File: config.mk
export PLATFORM = sky130hd
export DESIGN_NAME = controlador_mc_param
export DESIGN_NICKNAME = d
export VERILOG_FILES = /design/src/rtl/controlador_mc_param.sv
export SDC_FILE = /design/constraint.sdc
export NUM_CORES = 1
export LEC_CHECK = 0
export BUFFER_PORTS_ARGS = -buffer_cell sky130_fd_sc_hd__buf_2
export CAP_MARGIN = 20
export CELL_PAD_IN_SITES_DETAIL_PLACEMENT = 1
export CELL_PAD_IN_SITES_GLOBAL_PLACEMENT = 1
export CORE_MARGIN = 2
export CORE_UTILIZATION = 25
export DETAILED_ROUTE_END_ITERATION = 10
export HOLD_SLACK_MARGIN = 0.06
export PLACE_DENSITY = 0.76
export SYNTH_ARGS = -nofsm -noshare
export SYNTH_HDL_FRONTEND = slang
export SYNTH_SLANG_ARGS = --single-unit
export TNS_END_PERCENT = 30
File: constraint.sdc
create_clock -name Clock -period 1.75 [get_ports Clock]
set_clock_uncertainty 0.1 [all_clocks]
set_input_delay 0.4375 -clock Clock [delete_from_list [all_inputs] [get_ports Clock]]
set_output_delay 0.4375 -clock Clock [all_outputs]
set_load 0.02 [all_outputs]
File: src/rtl/controlador_mc_param.sv
// controlador_mc_param: multicycle MIPS control unit (Moore FSM).
// Sequences fetch, memory wait states, decode and execution of R-type,
// lw, sw, addi, beq, j and jr. All outputs decode from the current state.
// Optional feature: define CONTROLADOR_EXC_EN to route illegal opcodes
// through a one-cycle exception state (EPC write + exception vector).
module controlador_mc_param #(
  parameter int MEM_WAIT = 2,
  parameter int STATE_W  = 5
) (
  input  logic               Clock,
  input  logic               Reset,
  input  logic [5:0]         OpCode,
  input  logic [5:0]         InstrArit,
  output logic               PCEsc,
  output logic               PCEscCond,
  output logic [1:0]         PCFonte,
  output logic               CtrMem,
  output logic               IouD,
  output logic               IREsc,
  output logic               RegWrite,
  output logic               RegDst,
  output logic               MemParaReg,
  output logic               ULAFonteA,
  output logic [1:0]         ULAFonteB,
  output logic [1:0]         ULAOp,
  output logic               EPCEsc,
  output logic               ExcVetor,
  output logic [STATE_W-1:0] state
);

  localparam logic [3:0] FETCH  = 4'd0;
  localparam logic [3:0] FWAIT  = 4'd1;
  localparam logic [3:0] IRLOAD = 4'd2;
  localparam logic [3:0] DECODE = 4'd3;
  localparam logic [3:0] EXECR  = 4'd4;
  localparam logic [3:0] WBR    = 4'd5;
  localparam logic [3:0] ADDR   = 4'd6;
  localparam logic [3:0] WBI    = 4'd7;
  localparam logic [3:0] MEMRD  = 4'd8;
  localparam logic [3:0] MWAIT  = 4'd9;
  localparam logic [3:0] WBLW   = 4'd10;
  localparam logic [3:0] MEMWR  = 4'd11;
  localparam logic [3:0] BEQ    = 4'd12;
  localparam logic [3:0] JUMP   = 4'd13;
  localparam logic [3:0] JR     = 4'd14;
  localparam logic [3:0] EXC    = 4'd15;

  localparam logic [5:0] OP_RTYPE = 6'b000000;
  localparam logic [5:0] OP_LW    = 6'b100011;
  localparam logic [5:0] OP_SW    = 6'b101011;
  localparam logic [5:0] OP_ADDI  = 6'b001000;
  localparam logic [5:0] OP_BEQ   = 6'b000100;
  localparam logic [5:0] OP_J     = 6'b000010;
  localparam logic [5:0] FN_JR    = 6'b001000;

  // Wait states exit on the last count, so they last exactly MEM_WAIT cycles.
  localparam logic [3:0] WAIT_LAST = 4'(MEM_WAIT - 1);

  logic [3:0] state_q;
  logic [3:0] state_nxt;
  logic [3:0] cnt_q;

  assign state = STATE_W'(state_q);

  // State register; reset returns to FETCH at once, even mid-instruction.
  always_ff @(posedge Clock or negedge Reset) begin
    if (!Reset) state_q <= FETCH;
    else        state_q <= state_nxt;
  end

  // Wait counter: cleared on any state change (hence on wait-state entry),
  // counts up while the FSM dwells in a wait state.
  always_ff @(posedge Clock or negedge Reset) begin
    if (!Reset)                   cnt_q <= 4'd0;
    else if (state_nxt != state_q) cnt_q <= 4'd0;
    else                          cnt_q <= cnt_q + 4'd1;
  end

  // Next-state logic; unknown codes fall back to FETCH.
  always_comb begin
    state_nxt = FETCH;
    case (state_q)
      FETCH:  state_nxt = FWAIT;
      FWAIT:  state_nxt = (cnt_q == WAIT_LAST) ? IRLOAD : FWAIT;
      IRLOAD: state_nxt = DECODE;
      DECODE: begin
        case (OpCode)
          OP_RTYPE: state_nxt = (InstrArit == FN_JR) ? JR : EXECR;
          OP_LW, OP_SW, OP_ADDI: state_nxt = ADDR;
          OP_BEQ:   state_nxt = BEQ;
          OP_J:     state_nxt = JUMP;
`ifdef CONTROLADOR_EXC_EN
          default:  state_nxt = EXC;
`else
          default:  state_nxt = FETCH;
`endif
        endcase
      end
      EXECR:  state_nxt = WBR;
      WBR:    state_nxt = FETCH;
      ADDR: begin
        // IR holds the opcode stable through the whole instruction.
        case (OpCode)
          OP_LW:   state_nxt = MEMRD;
          OP_SW:   state_nxt = MEMWR;
          OP_ADDI: state_nxt = WBI;
          default: state_nxt = FETCH;
        endcase
      end
      WBI:    state_nxt = FETCH;
      MEMRD:  state_nxt = MWAIT;
      MWAIT:  state_nxt = (cnt_q == WAIT_LAST) ? WBLW : MWAIT;
      WBLW:   state_nxt = FETCH;
      MEMWR:  state_nxt = FETCH;
      BEQ:    state_nxt = FETCH;
      JUMP:   state_nxt = FETCH;
      JR:     state_nxt = FETCH;
`ifdef CONTROLADOR_EXC_EN
      EXC:    state_nxt = FETCH;
`endif
      default: state_nxt = FETCH;
    endcase
  end

  // Moore output decode: defaults are all-zero with the ULA idle.
  always_comb begin
    PCEsc      = 1'b0;
    PCEscCond  = 1'b0;
    PCFonte    = 2'b00;
    CtrMem     = 1'b0;
    IouD       = 1'b0;
    IREsc      = 1'b0;
    RegWrite   = 1'b0;
    RegDst     = 1'b0;
    MemParaReg = 1'b0;
    ULAFonteA  = 1'b0;
    ULAFonteB  = 2'b00;
    ULAOp      = 2'b11;
    EPCEsc     = 1'b0;
    ExcVetor   = 1'b0;
    case (state_q)
      IRLOAD: begin
        IREsc = 1'b1; PCEsc = 1'b1; ULAFonteB = 2'b01; ULAOp = 2'b00;
      end
      DECODE: begin
        ULAFonteB = 2'b11; ULAOp = 2'b00;
      end
      EXECR: begin
        ULAFonteA = 1'b1; ULAOp = 2'b10;
      end
      WBR: begin
        RegWrite = 1'b1; RegDst = 1'b1;
      end
      ADDR: begin
        ULAFonteA = 1'b1; ULAFonteB = 2'b10; ULAOp = 2'b00;
      end
      WBI:   RegWrite = 1'b1;
      MEMRD: IouD = 1'b1;
      MWAIT: IouD = 1'b1;
      WBLW: begin
        RegWrite = 1'b1; MemParaReg = 1'b1;
      end
      MEMWR: begin
        IouD = 1'b1; CtrMem = 1'b1;
      end
      BEQ: begin
        ULAFonteA = 1'b1; ULAOp = 2'b01; PCEscCond = 1'b1; PCFonte = 2'b01;
      end
      JUMP: begin
        PCEsc = 1'b1; PCFonte = 2'b10;
      end
      JR: begin
        PCEsc = 1'b1; PCFonte = 2'b11;
      end
`ifdef CONTROLADOR_EXC_EN
      EXC: begin
        EPCEsc = 1'b1; PCEsc = 1'b1; ExcVetor = 1'b1;
      end
`endif
      default: ;
    endcase
  end

endmodule

==> impl_metrics.yaml, run 1 <==
worst_setup_path:
  crit_required_ns: 1.21
  arrival_ns: 1.35
  end_kind: "output port"
  critPathKind: "reg -> out"
  cp_max_fo: 5
  startpoint_type: "register"
global_routing:
  busiest_layer: "met2"
  grt_util_met1_pct: 19.9
  use_met3_pct: 2.04
  grt-ovfl-total: 0
  grt_pass1_wl_um: 4330
  grt.met2_usage_pct: 31.9
  antenna_found_initial: 0
  grt_max_degree: 9
  grt_usage_pct: 16.9
  grt_pass1_vias: 926
finish:
  syn2layout_area_growth_pct: 77.3
  antennaDiodeCount: 0
  multi_input_area_um2: 587
  fillers: 320
  drive_gt1_share_pct: 60.3
  nets: 153
  regArea_um2: 205
  final_area_um2: 1260
cts:
  cts_buffer_depth: 2
  cts_tree: "done"
  h-tree-depth: 1
  cts-root-buf: "clkbuf_4"
  clock_latency_ns: 0.27
  clkTransAtPathRegs_ns: 0.07
  cts_buffers: 3
  clock_sinks: 8
status:
  status: "complete, but fails checks"
  violations: "setup timing"
placed_design:
  port_buffers: 32
  dp_slack_ns: 0.0611
  placed_area_um2: 981
  dp_hpwl_um: 1770
  gp_congestion: 0.810
power_and_ir_drop:
  peakVddDrop_mv: 0.558
  power-per-cell-area_nw_per_um2: 1110
  p_leak_nw: 0.579
sta:
  drv_slew: 0
  setup-violations-final: 15
  fmax_ghz: 0.530
  fin_hold_ws_ns: 0.403
  setup_ws_ns: -0.137
  period_share_pct: 108
  setup-tns-final_ns: -1.09
  period_minus_slack_ns: 1.89
  hold_viol: 0
  grt_setup_unrepaired: "true"
floorplan:
  rows: 19
  die_y_um: 57.3
  start_util_pct: 26.0
  core-area_um2: 2730
  ios: 36
  chipWidth_um: 57.3
  die-area_um2: 3290
routing:
  vias: 849
  vias_per_cell: 5.08
  wire_per_inst_um: 15.9
  dr.first_iter.drc_count: 8
  ant_nets: 0
  routed_wl_um: 2650
  drt-pass1-iter-count: 4
  drc: 0
flow_run:
  cap_violations: 0
min_path:
  hold_path_class: "reg -> reg"
yosys:
  yosys_warnings: 0
  synthesis.area_um2: 711
  postSynthAreaPerCell_um2: 8.17
  synth-seq-cells: 8
  synth_cell_types: 38
  async_flop_share_pct: 100
  synth_cells: 87
  synth_ff_type: "dfrtp_1"
  synth_edf_count: 0
  yosysSeqAreaShare_pct: 28.2
==> registers in the layout, indices dropped and copies added, names as in the netlist <==
register,flops
cnt_q,4
state_q,4
==> final timing paths <==
path                             from         end  slack, ns  cells after the start
max in group asynchronous       Reset    cnt_q[2]       0.92                      2
max                        state_q[0]  PCFonte[0]      -0.14                      5
max reg2reg                state_q[3]  state_q[0]       0.02                      6
min in group asynchronous       Reset  state_q[3]       0.44                      2
min reg2reg                  cnt_q[0]    cnt_q[0]       0.40                      1
min                          cnt_q[0]    cnt_q[0]       0.40                      1
==> cells in the mapped netlist, types with 3 or more instances <==
master	instances	area [um2]
clkbuf_1	3	11.3
nor3_1	5	25.0
buf_4	4	30.0
dfrtp_1	8	200
nor2_1	10	37.5
nand2b_1	6	37.5
nand2_1	6	22.5
a21oi_1	6	30.0
==> layer usage <==
metal / share of wire, % / vias to the layer above
met2: 54 / 28
met5: 0 / -
met3: 4.0 / 4
met1: 40 / 412
met4: 1.4 / 0
li1: - / 405
==> power by group <==
part           total, W  switching (W)  internal [W]
Clock          0.000166      0.0000782     0.0000878
Sequential     0.000308      0.0000708      0.000237
Combinational  0.000923       0.000479      0.000445
==> cell type report <==
type | instances | share of cell area [%]
Timing Repair Buffer | 50 | 31.2
Sequential cell | 8 | 16.3
Clock buffer | 4 | 2.09
Inverter | 2 | 0.794
Tap cell | 31 | 3.08
Multi-Input combinational cell | 72 | 46.6
==> worst max-delay path, cell delays in order, from the launching register on <==
cell and delay, ns:
dfrtp_2 0.46, buf_6 0.15, inv_4 0.06, buf_6 0.10, and3_4 0.18, buf_6 0.11
==> cells by family (layout without fill, tap and decap cells) <==
logic type	after synthesis	after routing	synth area share, %
AOI/OAI and AO/OA	18	18	18.1
xor gates and xnor gates	3	3	3.70
adders and majority gates	3	3	4.93
buffers and inverters	9	56	6.87
DFF	8	8	28.2
other	1	3	0.528
and+or+nand+nor	45	45	37.7
==> through the flow <==
step                cells  power [W]  utilization [%]
finish                167    0.00140             46.1
global route          167    0.00148             46.1
CTS                   163    0.00129             42.4
detailed placement    154   0.000942             35.9
global placement      154   0.000908             35.9
floorplan              89   0.000708                -
==> repair_timing <==
item | CTS | global route
resized for setup | 35 | 21
pin swaps | 6 | 7
hold buffers | 1 | 0
buffers inserted | 4 | 4
endpoints found under the setup margin | 15 | 18
endpoints found under the hold margin | 8 | 0
==> cell usage in the layout (no fill, tap or decap), drive strengths merged, types with 2 or more instances in the layout <==
| master | instances |
|---|---|
| buf | 49 |
| nor2 | 10 |
| dfrtp | 8 |
| nor3 | 7 |
| nand2b | 6 |
| a21oi | 6 |
| nand2 | 6 |
| clkbuf | 4 |
| conb | 3 |
| nand4 | 2 |
| nand3 | 2 |
| xnor2 | 2 |
| ha | 2 |
| and3 | 2 |
| nor3b | 2 |
| nor4b | 2 |
| inv | 2 |
| or2 | 2 |
| o21ai | 2 |
No activity file was read; power rests on OpenSTA's default activity.
==> run 2: changes to the inputs <==
==> constraint.sdc (replaced) <==
create_clock -name Clock -period 1.75 [get_ports Clock]
set_clock_uncertainty 0.1 [all_clocks]
set_input_delay 0.35 -clock Clock [delete_from_list [all_inputs] [get_ports Clock]]
set_output_delay 0.35 -clock Clock [all_outputs]
set_load 0.02 [all_outputs]
==> impl_metrics.yaml, run 2 (synthesis results as in run 1) <==
routing:
  routed_wl_um: 2090
  vias: 784
  dr.first_iter.drc_count: 8
  vias_per_cell: 4.90
  ant_nets: 0
  wire_per_inst_um: 13.1
  drc: 0
  drt-pass1-iter-count: 4
sta:
  setup-tns-final_ns: -0.00839
  hold_viol: 0
  drv_slew: 0
  fmax_ghz: 0.569
  setup-violations-final: 2
  grt_setup_unrepaired: "true"
  period_share_pct: 100
  setup_ws_ns: -0.00699
  period_minus_slack_ns: 1.76
cts:
  cts-root-buf: "clkbuf_4"
  cts_buffer_depth: 2
  cts_tree: "done"
  h-tree-depth: 1
  clock_latency_ns: 0.24
  cts_buffers: 3
  clock_sinks: 8
  clkTransAtPathRegs_ns: 0.05
worst_setup_path:
  arrival_ns: 1.31
  worstSetupStartpoint: "state_q[1]"
  crit_required_ns: 1.30
  startpoint_type: "register"
  reg2reg_from: "state_q[2]"
  critPathKind: "reg -> out"
  cp_max_fo: 5
  end_kind: "output port"
power_and_ir_drop:
  power-per-cell-area_nw_per_um2: 1040
  power_w: 0.00111
  peakVddDrop_mv: 0.394
  p_leak_nw: 0.525
status:
  status: "complete, but fails checks"
  violations: "setup timing"
placed_design:
  port_buffers: 32
  dp_hpwl_um: 1680
  place_inst: 150
  gp_congestion: 0.788
floorplan:
  die-area_um2: 3290
  core-area_um2: 2730
  start_util_pct: 26.0
  chipWidth_um: 57.3
  rows: 19
  die_y_um: 57.3
  ios: 36
finish:
  multi_input_area_um2: 503
  syn2layout_area_growth_pct: 50.2
  top_regs: "cnt_q: 4 flops, state_q: 4 flops"
  layout.cells.non_filler: 160
  fillers: 333
  final_common_cell: "buf_2"
  antennaDiodeCount: 0
  nets: 147
  finalCoreUtilization_pct: 39.0
  drive_gt1_share_pct: 48.8
  regArea_um2: 204
  layout_common_cells: "buf_2 (26), buf_4 (13), nor2_1 (10)"
global_routing:
  antenna_found_initial: 0
  grt_pass1_wl_um: 3550
  grt_pass1_vias: 798
  grt-ovfl-total: 0
  grt_max_degree: 13
  grt_usage_pct: 13.7
flow_run:
  cap_violations: 0
min_path:
  hold_path_class: "in -> async"
==> run 2: final cells by class <==
class | count | share of cell area (%)
clock buffers | 3 | 2.11
inverters | 2 | 0.703
multi-input cells | 72 | 47.1
flip-flops and latches | 8 | 19.1
well taps | 31 | 3.63
repair buffers | 44 | 27.3
==> run 2: through the flow <==
step / hold WS (ns) / cell area [um2] / worst slack, ns
6_report: 0.376 / 1070 / -0.00699
4_1_cts: 0.373 / 1020 / -0.0148
2_1_floorplan: -0.0456 / 727 / -0.129
5_1_grt: 0.391 / 1070 / -0.0785
3_5_place_dp: 0.101 / 922 / 0.0779
3_3_place_gp: 0.100 / 922 / 0.154
==> run 2: path summary, 6_finish.rpt <==
check                        endpoint  slack [ns]  depth (start not counted)
max in group asynchronous  state_q[0]        0.99                          2
min reg2reg                  cnt_q[0]        0.39                          1
max                             PCEsc      -0.007                          5
max reg2reg                state_q[0]        0.13                          5
min in group Clock           cnt_q[0]        0.39                          1
min                          cnt_q[0]        0.38                          2
==> run 2: critical path: stages, from the launching register on <==
cell and delay, ns:
dfrtp_1 0.42, buf_6 0.14, nand2b_4 0.08, nor3_2 0.04
or2_1 0.24, buf_6 0.13
==> run 2: layer usage <==
layer	GRT usage, %	up-vias	wire length (um)
met5	0	-	0
met4	4.98	0	19
met3	1.13	2	103
met2	25.0	25	1050
met1	16.7	364	922
li1	-	393	-
==> run 2: power breakdown <==
group / switching (W) / internal [W]
registers: 0.0000688 / 0.000236
logic: 0.000370 / 0.000304
clock network: 0.0000572 / 0.0000781
==> run 2: timing repair <==
item | CTS | global route
hold buffers | 1 | 0
endpoints found under the setup margin | 12 | 12
setup buffers | 3 | 3
gates resized for setup | 14 | 8
pin swaps | 1 | 0
endpoints found under the hold margin | 8 | 0
